### config.mk
export PLATFORM = sky130hd
export DESIGN_NAME = sample_window
export DESIGN_NICKNAME = d
export VERILOG_FILES = /design/src/rtl/caf_pkg.sv /design/src/rtl/cpx_shift_reg.sv /design/src/rtl/sample_window.sv
export SDC_FILE = /design/constraint.sdc
export NUM_CORES = 1
export LEC_CHECK = 0
export BUFFER_PORTS_ARGS = -buffer_cell sky130_fd_sc_hd__buf_2
export CAP_MARGIN = 20
export CORE_MARGIN = 2
export CORE_UTILIZATION = 35
export CTS_BUF_LIST = sky130_fd_sc_hd__clkbuf_8
export DETAILED_ROUTE_END_ITERATION = 6
export SETUP_SLACK_MARGIN = 0.5
export SLEW_MARGIN = 20
export SYNTH_ARGS = -nofsm -noshare
export SYNTH_HDL_FRONTEND = slang
export SYNTH_HIERARCHICAL = 1
export SYNTH_SLANG_ARGS = --single-unit
export TNS_END_PERCENT = 20
### constraint.sdc
create_clock -name clk -period 1.5 [get_ports clk]
set_input_delay 0.3 -clock clk [delete_from_list [all_inputs] [get_ports clk]]
set_output_delay 0.3 -clock clk [all_outputs]
set_load 0.005 [all_outputs]
### src/rtl/caf_pkg.sv
// Shared definitions for the window builder: fill-count width helper and the
// window state encoding.
package caf_pkg;

  typedef enum logic [0:0] {
    ST_FILL   = 1'b0,
    ST_STREAM = 1'b1
  } win_state_e;

  // Bits needed to hold a fill count from 0 up to and including n.
  function automatic int cnt_w(input int n);
    return $clog2(n + 1);
  endfunction

endpackage

### src/rtl/cpx_shift_reg.sv
// Enable-gated complex shift register: slot 0 is the oldest sample and slot
// length-1 the newest. Both windows are exposed as packed vectors.
module cpx_shift_reg
  import caf_pkg::*;
#(
  parameter int i_bits = 12,
  parameter int q_bits = 12,
  parameter int length = 5
) (
  input  logic                       clk,
  input  logic                       rst_n,
  input  logic                       en,
  input  logic signed [i_bits-1:0]   xi,
  input  logic signed [q_bits-1:0]   xq,
  output logic [i_bits*length-1:0]   xi_win,
  output logic [q_bits*length-1:0]   xq_win
);

  logic signed [i_bits-1:0] si_q [length];
  logic signed [i_bits-1:0] si_d [length];
  logic signed [q_bits-1:0] sq_q [length];
  logic signed [q_bits-1:0] sq_d [length];

  always_comb begin
    for (int k = 0; k < length; k++) begin
      si_d[k] = si_q[k];
      sq_d[k] = sq_q[k];
    end
    if (en) begin
      for (int k = 0; k < length - 1; k++) begin
        si_d[k] = si_q[k + 1];
        sq_d[k] = sq_q[k + 1];
      end
      si_d[length - 1] = xi;
      sq_d[length - 1] = xq;
    end
  end

  // ---- slot registers ----
  always_ff @(posedge clk) begin
    if (!rst_n) begin
      for (int k = 0; k < length; k++) begin
        si_q[k] <= '0;
        sq_q[k] <= '0;
      end
    end else begin
      for (int k = 0; k < length; k++) begin
        si_q[k] <= si_d[k];
        sq_q[k] <= sq_d[k];
      end
    end
  end

  for (genvar k = 0; k < length; k++) begin : g_pack
    assign xi_win[i_bits*k +: i_bits] = si_q[k];
    assign xq_win[q_bits*k +: q_bits] = sq_q[k];
  end

endmodule

### src/rtl/sample_window.sv
// Serial-to-parallel complex window builder (sliding, stride 1). Defining
// SAMPLE_WINDOW_BLOCK_EN switches to non-overlapping windows of `length` samples.
module sample_window
  import caf_pkg::*;
#(
  parameter int i_bits = 12,
  parameter int q_bits = 12,
  parameter int length = 5
) (
  input  logic                       clk,
  input  logic                       rst_n,
  input  logic                       m_axis_tvalid,
  output logic                       s_axis_tready,
  input  logic signed [i_bits-1:0]   xi,
  input  logic signed [q_bits-1:0]   xq,
  input  logic                       m_axis_window_tready,
  output logic                       s_axis_window_tvalid,
  output logic [i_bits*length-1:0]   xi_win,
  output logic [q_bits*length-1:0]   xq_win
);

  localparam int CW = cnt_w(length);
  localparam logic [CW-1:0] LAST_FILL = CW'(length - 1);
  localparam logic [CW-1:0] FULL      = CW'(length);

  win_state_e    state_q, state_d;
  logic [CW-1:0] cnt_q, cnt_d;
  logic          tvalid_q, tvalid_d;
  logic          accept;
  logic          xfer;

  // A stalled window blocks intake so its slots cannot move under it.
  assign s_axis_tready        = rst_n & (~tvalid_q | m_axis_window_tready);
  assign accept               = m_axis_tvalid & s_axis_tready;
  assign xfer                 = tvalid_q & m_axis_window_tready;
  assign s_axis_window_tvalid = tvalid_q;

  always_comb begin
    state_d  = state_q;
    cnt_d    = cnt_q;
    tvalid_d = tvalid_q;
    if (xfer) tvalid_d = 1'b0;
    if (accept) begin
      case (state_q)
        ST_FILL: begin
          if (cnt_q == LAST_FILL) begin
            tvalid_d = 1'b1;
`ifdef SAMPLE_WINDOW_BLOCK_EN
            cnt_d    = '0;
`else
            cnt_d    = FULL;
            state_d  = ST_STREAM;
`endif
          end else begin
            cnt_d = cnt_q + CW'(1);
          end
        end
        ST_STREAM: tvalid_d = 1'b1;
        default:   state_d  = ST_FILL;
      endcase
    end
  end

  // ---- control registers ----
  always_ff @(posedge clk) begin
    if (!rst_n) begin
      state_q  <= ST_FILL;
      cnt_q    <= '0;
      tvalid_q <= 1'b0;
    end else begin
      state_q  <= state_d;
      cnt_q    <= cnt_d;
      tvalid_q <= tvalid_d;
    end
  end

  cpx_shift_reg #(
    .i_bits(i_bits),
    .q_bits(q_bits),
    .length(length)
  ) u_shift (
    .clk    (clk),
    .rst_n  (rst_n),
    .en     (accept),
    .xi     (xi),
    .xq     (xq),
    .xi_win (xi_win),
    .xq_win (xq_win)
  );

endmodule

======== After elaboration in Yosys (flattened, before gate mapping) ========
Memory sizes are Yosys's and may differ from the RTL's.
Cells that the tools add are included.
word-level totals
  logic and storage cells ................. 45
  bits in registers ....................... 5
  memories kept ........................... 2
  bits in latches ......................... 0
  ROM bits ................................ 0
  bits in writable memories ............... 120
  output and inout bits ................... 122
  input bits .............................. 28
cells by class
  equal/unequal tests ..................... 1
  bitwise operators ....................... 16
  div/mod/pow operators ................... 0
  shift operators ......................... 0
  multipliers ............................. 0
  reductions and logical operators ........ 1
  muxes and demuxes ....................... 21
  add/subtract/negate cells ............... 1
  order comparisons ....................... 0
memories
  name          depth  width  read ports  clocked after memory_dff  wr ports  RTL line             RTL
  u_shift.si_q  5      12     5           0                         5         cpx_shift_reg.sv:19  logic signed [i_bits-1:0] si_q [length];
  u_shift.sq_q  5      12     5           0                         5         cpx_shift_reg.sv:21  logic signed [q_bits-1:0] sq_q [length];
operator list
  cell                 number
  $mux 12              10
  $mux 60              2
  $or 1x1->1           11
  $mux 1               7
  $add 3x1->3 const B  1
  $and 1x1->1          3
  $eq 3x3->1 const B   1
  $mux 3               1
  $not 1->1            2
  $pmux 1 s2           1
  $reduce_and 2->1     1

======== Logic depth before layout (Yosys ltp) ========
Gate-level depths: netlist of the first run.
  depth after elaboration ................. 6
  mapped depth ............................ 7
  gate-level depth less buffers ........... 5

======== Cells and area by module ========
The synthesis of the first run kept the hierarchy.
by module, submodules not included
  module         area an instance (µm²)  seq. area each (µm²)  cells an instance  times used
  cpx_shift_reg  4647.0                  2402.3                387                1
  sample_window  257.7                   100.1                 27                 1

======== Worst setup path after synthesis of the first run ========
No wires, ideal clock.
  path kind ............................... input to register
  start point ............................. in m_axis_window_tready
  end point ............................... mem u_shift.si_q[4][0] (netlist: u_shift/si_q[0][48])
  setup time .............................. 0.116 ns
  path slack .............................. 0.079 ns
  required time ........................... 1.384 ns
  cell stages on the path ................. 7
  path buffers ............................ 3
  arrival time ............................ 1.305 ns
  cell sequence ........................... nand2b_1 -> and2b_2 -> buf_4 -> buf_12 -> buf_12 -> mux2i_1 -> nor2b_1
RTL lines
  item             RTL line             RTL
  start, declared  sample_window.sv:16  input logic m_axis_window_tready,
  end, declared    cpx_shift_reg.sv:19

======== Final worst setup path of the first run ========
  start point ............................. reg tvalid_q (netlist: s_axis_window_tvalid)
  end point ............................... out s_axis_tready
on the way
  word-level cells in the longest chain between the ends .. 3
RTL lines
  item                    RTL line             RTL
  start, declared         sample_window.sv:28  logic tvalid_q, tvalid_d;
  start signal, assigned  sample_window.sv:73  tvalid_q <= tvalid_d;
  $not 1->1               sample_window.sv:33  assign s_axis_tready = rst_n & (~tvalid_q | m_axis_window_tready);
  $or 1x1->1              sample_window.sv:33
  $and 1x1->1             sample_window.sv:33
  end, declared           sample_window.sv:13  output logic s_axis_tready,
No other way between the ends.

==> results of run 1 <==
==> power groups by stage <==
stage                     sequential (mW)  clock, mW  combinational [mW]
after floorplan                      3.49          0               0.349
after global placement               3.49          0               0.438
after detailed placement             3.49          0               0.444
after CTS                            3.42       2.62               0.582
after global routing                 3.42       2.77               0.690
final                                3.42       2.53               0.644
==> through the flow <==
step	setup TNS [ns]	cell area, um^2	worst slack (ns)
finish	0	6690	0.0915
global route	0	6690	0.0214
CTS	0	6470	0.0494
detailed placement	-0.319	5720	-0.0431
global placement	-0.000872	5720	-0.000872
floorplan	0	4920	0.151
==> cell usage in the layout, fill, tap and decap left out, types with 2 or more instances in the layout <==
| cell type | count |
|---|---|
| clkinv_2 | 6 |
| clkinvlp_4 | 4 |
| buf_8 | 5 |
| buf_2 | 147 |
| buf_4 | 13 |
| and2b_4 | 2 |
| dfxtp_2 | 3 |
| clkbuf_8 | 19 |
| buf_12 | 5 |
| nand2_1 | 2 |
| clkbuf_16 | 4 |
| dfxtp_1 | 121 |
| buf_16 | 10 |
| buf_6 | 6 |
| inv_2 | 2 |
| inv_1 | 3 |
| nor2b_1 | 122 |
| mux2i_2 | 4 |
| mux2i_1 | 116 |
==> cell type report <==
class                      count  area (um^2)
multi-input combinational    260         2150
clock inverter                13         76.3
clock buffer                  19          262
sequential                   125         2510
tap                          180          225
timing repair buffer         190         1450
inverter                       3         11.3
fill                        1330         7080
==> sequential cells by signal, indices dropped and copies added (netlist names) <==
register / flops
u_shift/si_q: 60
u_shift/sq_q: 60
cnt_q: 3
s_axis_window_tvalid: 1
state_q: 1
==> worst reg2reg max path: cells and delay by family (launching register included) <==
family	cells	cell delay, ns
flops	1	0.33
mux	1	0.24
buf+inv	3	0.36
simple gates	3	0.37
==> cells by family (layout without fill, tap and decap cells) <==
group | after synthesis | count (layout)
AOI/OAI and AO/OA | 7 | 7
muxes | 120 | 120
adders and majority gates | 2 | 2
and+or+nand+nor | 130 | 131
DFF | 125 | 125
buffers and inverters | 30 | 225
==> path summary, 6_finish.rpt <==
kind | depth (start not counted) | to
setup / recovery | 3 | s_axis_tready
hold / removal | 3 | u_shift/sq_q[0][55]
setup reg to reg | 7 | u_shift/sq_q[0][24]
hold reg to reg | 2 | s_axis_window_tvalid
==> what timing repair did <==
item / in CTS / in global routing
pin swaps: 4 / 0
buffers inserted: 9 / 7
endpoints found under the setup margin: 247 / 247
gates cloned: 9 / 4
gates resized for setup: 32 / 17
hold endpoints to repair: 0 / 0
==> per-layer routing <==
metal / track usage / wire length, um / vias up
li1: - / - / 1749
met5: 0 / 0 / -
met4: 0.0625 / 167 / 0
met2: 0.243 / 5520 / 119
met3: 0.0743 / 1060 / 15
met1: 0.192 / 5380 / 1642
==> results.md, run 1 <==
- Post-Syn Instances: between 400 and 500
- Vias in the first global route: 3357
- Clk pwr share: 0.383
- Iter 0 DRT Violations: between 150 and 200
- Number of remaining DRC errors: 0
- Simple-Gate Fraction of Synth Area: 0.166
- Row count: 43
- Slowest cell on crit path: dfxtp_2
- Clock Latency Late Sink: ~0.44 ns
- Drt total wl: roughly 12 mm
- Main combinational cell family by area after synthesis: multiplexers
- Post-synth top cells: dfxtp_1 (125), nor2b_1 (122), mux2i_1 (120)
- Yosys top cell area share: 0.510
- Most frequent cell after synthesis: dfxtp_1
- Post-layout util: 0.486
- Sw power: around 1.6 mW
- Synth Area in Compound Gates: 0.0115
- Nets: 627
- Req. time, crit path: ~1.2 ns
- Worst rel slew slack: 0.717
- Mean Syn Cell Area: about 12 um^2
- Largest net degree at the start of global routing: 53
- Congestion Overflow GR: 0
- Inst Count DP: 729
- CTS tree: done
- IO Pins: 150
- RSZ-0062 raised after global routing: true
- Maximum VDD drop: 0.547 mV
- Ys async rst share: 0
- Outcome: completed
- Post-Syn Nets: about 440
- Die Span Y: roughly 120 um
- Global-route wire length before repair: 17.8 mm
- Core Area: roughly 0.014 mm^2
- H-tree levels: 4
- CP max FO: 4
- Top cells by area in the synthesized netlist: dfxtp_1 (51%), mux2i_1 (24%), nor2b_1 (16%), buf_12 (4.5%), clkbuf_1 (0.92%)
- Pre-Repair DR Iteration Count: 4
- Number of synthesized flops with an enable pin: 0
- FF-to-FF Start: s_axis_window_tvalid
- Antenna fix cells: 0
- Num CTS Buffers: 17
- Combinational share of power: 0.098
- Cell family with most CP delay: flip-flops
- Worst slew pin tran: between 0.4 and 0.5 ns
- Setup slack, reg-to-reg: a little over 0.09 ns
- Max-cap violations: 0
- Fin crit period: approximately 1.4 ns
- Fmax: about 710 MHz
- Final setup fails: 0
- Buf+Inv Stages, Crit Path: 1
- Post-route insts no fill: 790
- DIE AREA: 0.0150 mm^2
- Distinct cells, synth: 23
- Register share of total power: 0.519
- Synth Area in XOR/XNOR: 0
- Final Skew: around 0.01 ns
- HP Class: input port to flip-flop
- Fin. max-slew vios: 0
- Gp weighted congestion: about 0.74
- Cell internal pwr: 4.96 mW
- Final hold vios: 0
- Final HPWL DP: 7.60 mm
- Static Leak: between 2 and 3 nW
- Initial antenna violation count: 0
- Sequential share of the synthesized area: 0.510
- Critical path type: flip-flop to output pin
- CP arrival: between 1 and 1.5 ns
- Clk slew on worst S/H paths: ~0.07 ns
- Power, Total: 6.59 mW
- DR vias: 3525
- Pwr dens: approximately 980 mW/mm^2
- Post-Syn Area: between 0.004 and 0.005 mm^2
- Largest area contributor in the netlist: dfxtp_1
- Worst hold slack: 0.118 ns
- Crit path launch: s_axis_window_tvalid
- Synth warn: 6
- Post-synth top flop: dfxtp_1
- CTS Sinks: between 100 and 150
- CTS Hold Buffers Added: 0
- CP max stage delay: 0.35 ns
- P&R area growth vs syn: 36.4%
- Post-synthesis mux area share: 0.245
- DR WL/cell: roughly 15 um
- Root Buffer: clkbuf_8
- Synthesized flop and latch total: around 130
- Fin crit share: 0.939
- Adder-cell share of the synthesized area: 0.00510
- Vias/cell: about 4.5
- CP Launch Type: flip-flop
- Clock buffer depth: 2
- Critical hold path startpoint: xq[7]
- Antenna viol nets, final: 0
- Share of layout cells above drive strength 1: 0.390
- Switching share of power: 0.247
- Crit-path cells: nand2b_4 > and2_4 > buf_6
- Die width: approximately 120 um
- Total GRT Usage: 0.159
- Port bufs: about 150
- Worst setup EP type: output pin
- Initial Util: 0.356
(Power assumes the default switching activity.)
==> inputs of run 2 (changes only) <==
--- a/config.mk
+++ b/config.mk
@@ -15,6 +15,5 @@
 export SLEW_MARGIN = 20
 export SYNTH_ARGS = -nofsm -noshare
 export SYNTH_HDL_FRONTEND = slang
-export SYNTH_HIERARCHICAL = 1
 export SYNTH_SLANG_ARGS = --single-unit
 export TNS_END_PERCENT = 20
==> results.md, run 2 <==
- Clk pwr share: 0.438 (+0.055)
- CTS tree: done
- Number of remaining DRC errors: 0 (unchanged)
- DR WL met2: 7.38 mm (+34%)
- Worst reg2reg endpoint: u_shift.sq_q[0][36]
- Vias/cell: 5.05 (+13%)
- Commonest non-fill, non-tap cell in the layout: buf_2
- Antenna fix cells: 0 (unchanged)
- Fmax: 700 MHz (-1.5%)
- Max-cap violations: 0 (unchanged)
- Top Metal Used: met4
- Port bufs: 149 (unchanged)
- Most frequent cell after synthesis: dfxtp_1
- Final Skew: 0.0111 ns (+0.00131 ns)
- Ys async rst share: 0 (unchanged)
- H-tree levels: 4 (unchanged)
- Num CTS Buffers: 17 (unchanged)
- Setup slack, reg-to-reg: 0.11 ns (+0.02 ns)
- CP Launch Type: flip-flop
- RSZ-0062 raised after global routing: true
- Yosys top cell area share: 0.508 (-0.00182)
- Crit-path cells: nand2b_4 > and2_4 > buf_6
- Critical path type: flip-flop to output pin
- Pwr dens: 1070 mW/mm^2 (+8.9%)
- Nets: 780 (+24%)
- Setup TNS: 0 ns (unchanged)
- Core Area: 0.0138 mm^2 (+0.39%)
- Drt total wl: 14.7 mm (+22%)
- Cell family with most CP delay: flip-flops
- Largest area contributor in the netlist: dfxtp_1
- CP max stage delay: 0.35 ns (about the same)
- Switching share of power: 0.239 (-0.00859)
- Final hold vios: 0 (unchanged)
- DR vias: 4761 (+35%)
- Share of layout cells above drive strength 1: 0.507 (+0.117)
- Fillers: 1321 (-0.68%)
- IO Pins: 150 (unchanged)
- Post-Syn Instances: 562 (+36%)
- Post-Syn Area: 0.00492 mm^2 (+0.36%)
- Initial antenna violation count: 0 (unchanged)
- Total GRT Usage: 0.194 (+0.0355)
- Worst rel slew slack: 0.777 (+0.0607)
- Clock buffer depth: 2 (unchanged)
- Congestion Overflow GR: 0 (unchanged)
- Maximum VDD drop: 0.564 mV (+3.1%)
- Synthesized flop and latch total: 125 (unchanged)
- Post-synth top flop: dfxtp_1
- Die width: 123 um (+0.17%)
- Gp weighted congestion: 0.743 (+0.36%)
- Vias in the first global route: 4545 (+35%)
- Hold Crit Depth: 3 (unchanged)
- CP max FO: 2 (-2)
- Root Buffer: clkbuf_8
- Cell internal pwr: 5.77 mW (+16%)
- Fin. max-slew vios: 0 (unchanged)
- Post-Syn Nets: 592 (+33%)
- Largest net degree at the start of global routing: 70 (+32%)
- Fin crit period: 1.43 ns (+0.0209 ns)
- Initial Util: 0.356 (about the same)
- Pre-Repair DR Iteration Count: 5 (+1)
- Worst setup EP type: output pin
- Combinational share of power: 0.096 (-0.002)
- CP arrival: 1.13 ns (+0.02 ns)
- Distinct cells, synth: 26 (+13%)
- Sw power: 1.81 mW (+11%)
- Outcome: completed
- Final HPWL DP: 8.65 mm (+14%)
- DP Worst Slack: 0.0641 ns (+0.107 ns)
- Final setup fails: 0 (unchanged)
- Fin crit share: 0.953 (+0.0139)
- Static Leak: 3.15 nW (+7.1%)
- Global-route wire length before repair: 22.8 mm (+28%)
- Antenna viol nets, final: 0 (unchanged)
- Worst slew pin tran: 0.334 ns (-0.0910 ns)
- Row count: 43 (unchanged)
- Iter 0 DRT Violations: 248 (+39%)
- Die Span Y: 123 um (+0.17%)
- Top cells by area in the synthesized netlist: dfxtp_1 (51%), o21ai_2 (14%), nand3_1 (12%), nand2_1 (9.3%), o21ai_0 (4.1%)
- FF-to-FF Start: s_axis_window_tvalid
- CTS Sinks: 125 (unchanged)
- Synth warn: 0 (-6)
- Sequential share of the synthesized area: 0.508 (-0.00182)
- DR WL/cell: 15.6 um (+1.8%)
- Number of synthesized flops with an enable pin: 0 (unchanged)
- Register share of total power: 0.466 (-0.053)
- Critical hold path startpoint: xq[3]
- Most frequent cells in the layout: buf_2 (133), nand2_1 (122), nand3_1 (119)
- Mean Syn Cell Area: 8.76 um^2 (-26%)
- Worst hold slack: 0.0632 ns (-0.0545 ns)
- Slowest cell on crit path: dfxtp_2
- Post-Route M1 WL: 6.05 mm (+13%)
- Post-synth top cells: dfxtp_1 (125), nand2_1 (122), nand3_1 (120)
- Clock Latency Late Sink: 0.45 ns (about the same)
- DIE AREA: 0.0150 mm^2 (+0.34%)
- FF-to-FF path depth: 7 (unchanged)
- HP Class: input port to flip-flop
- Buf+Inv Stages, Crit Path: 1 (unchanged)
- P&R area growth vs syn: 43.6%
- Top Registers: u_shift.si_q x60, u_shift.sq_q x60, cnt_q x3
- Worst hold endpoint: u_shift.sq_q[0][51]
- Clk slew on worst S/H paths: 0.08 ns (about the same)
- Final worst slack: 0.0706 ns (-0.0209 ns)
- Req. time, crit path: 1.20 ns (about the same)
- Met3 WL: 1.06 mm (+0.19%)
==> run 2: logic make-up after synthesis <==
kind of cell,Yosys count,synth area share
buffers and inverters,58,0.0661
and+or+nand+nor,250,0.226
adders and majority gates,2,0.00508
DFF,125,0.508
AOI/OAI and AO/OA,127,0.194
==> run 2: per-layer routing <==
layer / global-route usage / vias to the layer above
li1: - / 2293
met1: 0.228 / 2290
met2: 0.327 / 158
met3: 0.0669 / 20
met4: 0.0726 / 0
met5: 0 / -
==> run 2: area by class of cell <==
cell class | instances | area [um^2] | share of cell area
clock buffer | 21 | 289 | 0.0409
clock inverter | 11 | 163 | 0.0230
inverter | 3 | 11.3 | 0.00159
multi-input combinational | 379 | 2110 | 0.299
sequential | 125 | 2560 | 0.362
tap | 180 | 225 | 0.0319
timing repair buffer | 224 | 1710 | 0.241
==> run 2: timing repair <==
action	in CTS	in global routing
resized for setup	63	4
pin swaps	4	1
setup endpoints to repair	247	247
gates cloned	2	6
endpoints found under the hold margin	0	0
setup buffers	43	9
hold buffers	0	0
==> run 2: worst min-delay path: stages <==
cell     delay [ns]
buf_2          0.08
nand3_1        0.05
o21ai_0        0.06
==> run 2: how the worst max path moves through the flow <==
stage | slack [ns] | to | cells after the start | from
3_3_place_gp | 0.11 | u_shift.sq_q[0][18] | 6 | rst_n
3_5_place_dp | 0.06 | u_shift.si_q[0][4] | 5 | rst_n
6_report | 0.07 | s_axis_tready | 3 | s_axis_window_tvalid
4_1_cts | 0.03 | s_axis_tready | 3 | s_axis_window_tvalid
2_1_floorplan | 0.23 | state_q | 6 | rst_n
5_1_grt | 0.01 | s_axis_tready | 3 | s_axis_window_tvalid
==> run 2: power by group through the flow <==
stage | combinational, mW | sequential [mW] | clock, mW
floorplan | 0.357 | 3.59 | 0
global placement | 0.549 | 3.60 | 0
detailed placement | 0.557 | 3.61 | 0
CTS | 0.670 | 3.53 | 3.39
global route | 0.795 | 3.54 | 3.53
finish | 0.727 | 3.53 | 3.32
==> run 2: metrics by stage <==
stage	instances	total power, mW	utilization	instance area (um^2)
after detailed placement	851	4.16	0.422	5830
after global placement	851	4.15	0.422	5830
after floorplan	562	3.95	-	5010
after CTS	928	7.59	0.494	6830
final	943	7.58	0.511	7070
after global routing	943	7.87	0.511	7070
==> inputs of run 3 (changes only) <==
--- a/config.mk
+++ b/config.mk
@@ -12,6 +12,7 @@
 export CTS_BUF_LIST = sky130_fd_sc_hd__clkbuf_8
 export DETAILED_ROUTE_END_ITERATION = 6
 export SETUP_SLACK_MARGIN = 0.5
+export SKIP_LAST_GASP = 1
 export SLEW_MARGIN = 20
 export SYNTH_ARGS = -nofsm -noshare
 export SYNTH_HDL_FRONTEND = slang
==> constraint.sdc (replaced) <==
create_clock -name clk -period 1.8 [get_ports clk]
set_input_delay 0.36 -clock clk [delete_from_list [all_inputs] [get_ports clk]]
set_output_delay 0.36 -clock clk [all_outputs]
set_load 0.005 [all_outputs]
==> results.md, run 3 (synthesis results as in run 2) <==
- Final hold vios: 0 (unchanged)
- H-tree levels: 4 (unchanged)
- Most frequent cells in the layout: buf_2 (142), nand2_1 (122), nand3_1 (120)
- CTS Hold Buffers Added: 0 (unchanged)
- Largest net degree at the start of global routing: 70 (unchanged)
- Final instance area: 0.00647 mm^2 (-8.4%)
- Port bufs: 149 (unchanged)
- Static Leak: 2.88 nW (-8.6%)
- Antenna viol nets, final: 0 (unchanged)
- Placed cell area: 0.00575 mm^2 (-1.4%)
- Outcome: completed
- CP Launch Type: flip-flop
- Die Span Y: 123 um (unchanged)
- Pwr dens: 890 mW/mm^2 (-17%)
- CP arrival: 1.12 ns (about the same)
- Global-route wire length before repair: 21.8 mm (-4.2%)
- Clk pwr share: 0.400 (-0.038)
- Core Area: 0.0138 mm^2 (unchanged)
- Crit-path cells: nand2b_4 > and2_4 > buf_6
- Commonest non-fill, non-tap cell in the layout: buf_2
- Clock Latency Late Sink: 0.44 ns (about the same)
- Buf+Inv Stages, Crit Path: 1 (unchanged)
- Fin crit period: ~1.5 ns
- Nets: 750 (-3.8%)
- Worst slew pin tran: 0.586 ns (+0.252 ns)
- Total GRT Usage: 0.185 (-0.00888)
- HP Class: input port to flip-flop
- Share of layout cells above drive strength 1: 0.461 (-0.0462)
- Cell family with most CP delay: flip-flops
- Number of remaining DRC errors: 0 (unchanged)
- Final HPWL DP: 8.81 mm (+1.9%)
- P&R area growth vs syn: 31.5%
- CTS Sinks: 125 (unchanged)
- Die width: 123 um (unchanged)
- Drt total wl: 13.8 mm (-6.5%)
- CP max stage delay: 0.35 ns (about the same)
- Critical path type: flip-flop to output pin
- Maximum VDD drop: 0.400 mV (-29%)
- Iter 0 DRT Violations: 238 (-4.0%)
- Initial Util: 0.356 (unchanged)
- Met3 WL: 1.06 mm (-0.75%)
- Initial antenna violation count: 0 (unchanged)
- Top Metal Used: met4
- CTS tree: done
- Antenna fix cells: 0 (unchanged)
- Top Registers: u_shift.si_q x60, u_shift.sq_q x60, cnt_q x3
- Fin crit share: 0.825
- DR vias: 4600 (-3.4%)
- Clk slew on worst S/H paths: 0.07 ns (about the same)
- Final Skew: 0.00901 ns (-0.00208 ns)
- Cell internal pwr: 4.35 mW (-25%)
- Inst Count DP: 850 (-0.12%)
- Switching share of power: 0.245 (+0.00660)
- Fmax: 674 MHz
- DIE AREA: 0.0150 mm^2 (unchanged)
- Max-cap violations: 0 (unchanged)
- Fillers: 1333 (+0.91%)
- Congestion Overflow GR: 0 (unchanged)
- Root Buffer: clkbuf_8
- Combinational share of power: 0.089 (-0.007)
- CP max FO: 2 (unchanged)
- DR WL/cell: 15.1 um (-3.2%)
- Post-Route M1 WL: 5.83 mm (-3.7%)
- Post-layout util: 0.468 (-0.0429)
- Vias in the first global route: 4381 (-3.6%)
- Register share of total power: 0.511 (+0.045)
- Post-route insts no fill: 911 (-3.4%)
- DR WL met2: 6.72 mm (-9.0%)
- Req. time, crit path: 1.44 ns (+0.24 ns)
- Worst setup EP type: output pin
- Gp weighted congestion: 0.725 (-2.5%)
- Row count: 43 (unchanged)
- Final worst slack: 0.316 ns (+0.245 ns)
- Setup TNS: 0 ns (unchanged)
- Sw power: 1.41 mW (-22%)
- Worst rel slew slack: 0.609 (-0.168)
- Fin. max-slew vios: 0 (unchanged)
- Vias/cell: 5.05 (about the same)
- RSZ-0062 raised after global routing: true
- Clock buffer depth: 2 (unchanged)
- Pre-Repair DR Iteration Count: 4 (-1)
- DP Worst Slack: 0.288 ns (+0.224 ns)
- Num CTS Buffers: 17 (unchanged)
- IO Pins: 150 (unchanged)
- Final setup fails: 0 (unchanged)
- Slowest cell on crit path: dfxtp_2
==> run 3: cell count changes in the layout (fill, tap and decap cells not counted), sizes merged <==
cell      before  now
and2           3    5
buf          218  191
bufinv         4    2
clkbuf        26   19
clkinv         4    5
clkinvlp       3    1
inv            3    6
==> run 3: worst reg2reg max path, stage by stage (launching register included) <==
cell,delay [ns]
dfxtp_2,0.33
nand2b_4,0.07
buf_4,0.18
and2_4,0.25
bufbuf_16,0.33
o21ai_2,0.06
==> run 3: power by group through the flow <==
stage               clock network, mW  registers (mW)  logic, mW
CTS                              2.36            2.94      0.510
finish                           2.30            2.94      0.515
floorplan                           0            3.00      0.298
detailed placement                  0            3.01      0.451
global route                     2.48            2.95      0.566
global placement                    0            3.00      0.442
==> run 3: routing by layer <==
| layer | vias up | track usage |
|---|---|---|
| met5 | - | 0 |
| met3 | 17 | 0.0627 |
| met4 | 0 | 0.0611 |
| met2 | 144 | 0.308 |
| met1 | 2208 | 0.224 |
| li1 | 2231 | - |
==> run 3: layout make-up <==
type / count / area [um^2] / share of cell area
flip-flops and latches: 125 / 2550 / 0.393
clock inverters: 11 / 104 / 0.0160
clock buffers: 19 / 262 / 0.0404
multi-input cells: 381 / 2120 / 0.328
repair buffers: 192 / 1200 / 0.186
inverters: 3 / 11.3 / 0.00174
well taps: 180 / 225 / 0.0348
==> run 3: final timing paths <==
kind	from	to	slack, ns	depth (start not counted)
worst min-delay path	xq[5]	u_shift.sq_q[0][53]	0.14	3
worst min register to register	u_shift.si_q[0][11]	u_shift.si_q[0][11]	0.46	2
worst max-delay path	s_axis_window_tvalid	s_axis_tready	0.32	3
worst max register to register	s_axis_window_tvalid	u_shift.si_q[2][2]	0.46	5
==> run 3: repair_timing <==
action                                  CTS  global route
endpoints found under the setup margin  142           195
cloned                                    3             0
setup buffers                            21             7
pin swaps                                 1             1
resized for setup                        28            15
==> run 3: per-stage QoR <==
stage	hold slack, ns	total power, mW
finish	0.135	5.76
global route	0.124	6.00
CTS	0.112	5.81
detailed placement	0.453	3.46
global placement	0.443	3.45
floorplan	0.452	3.29
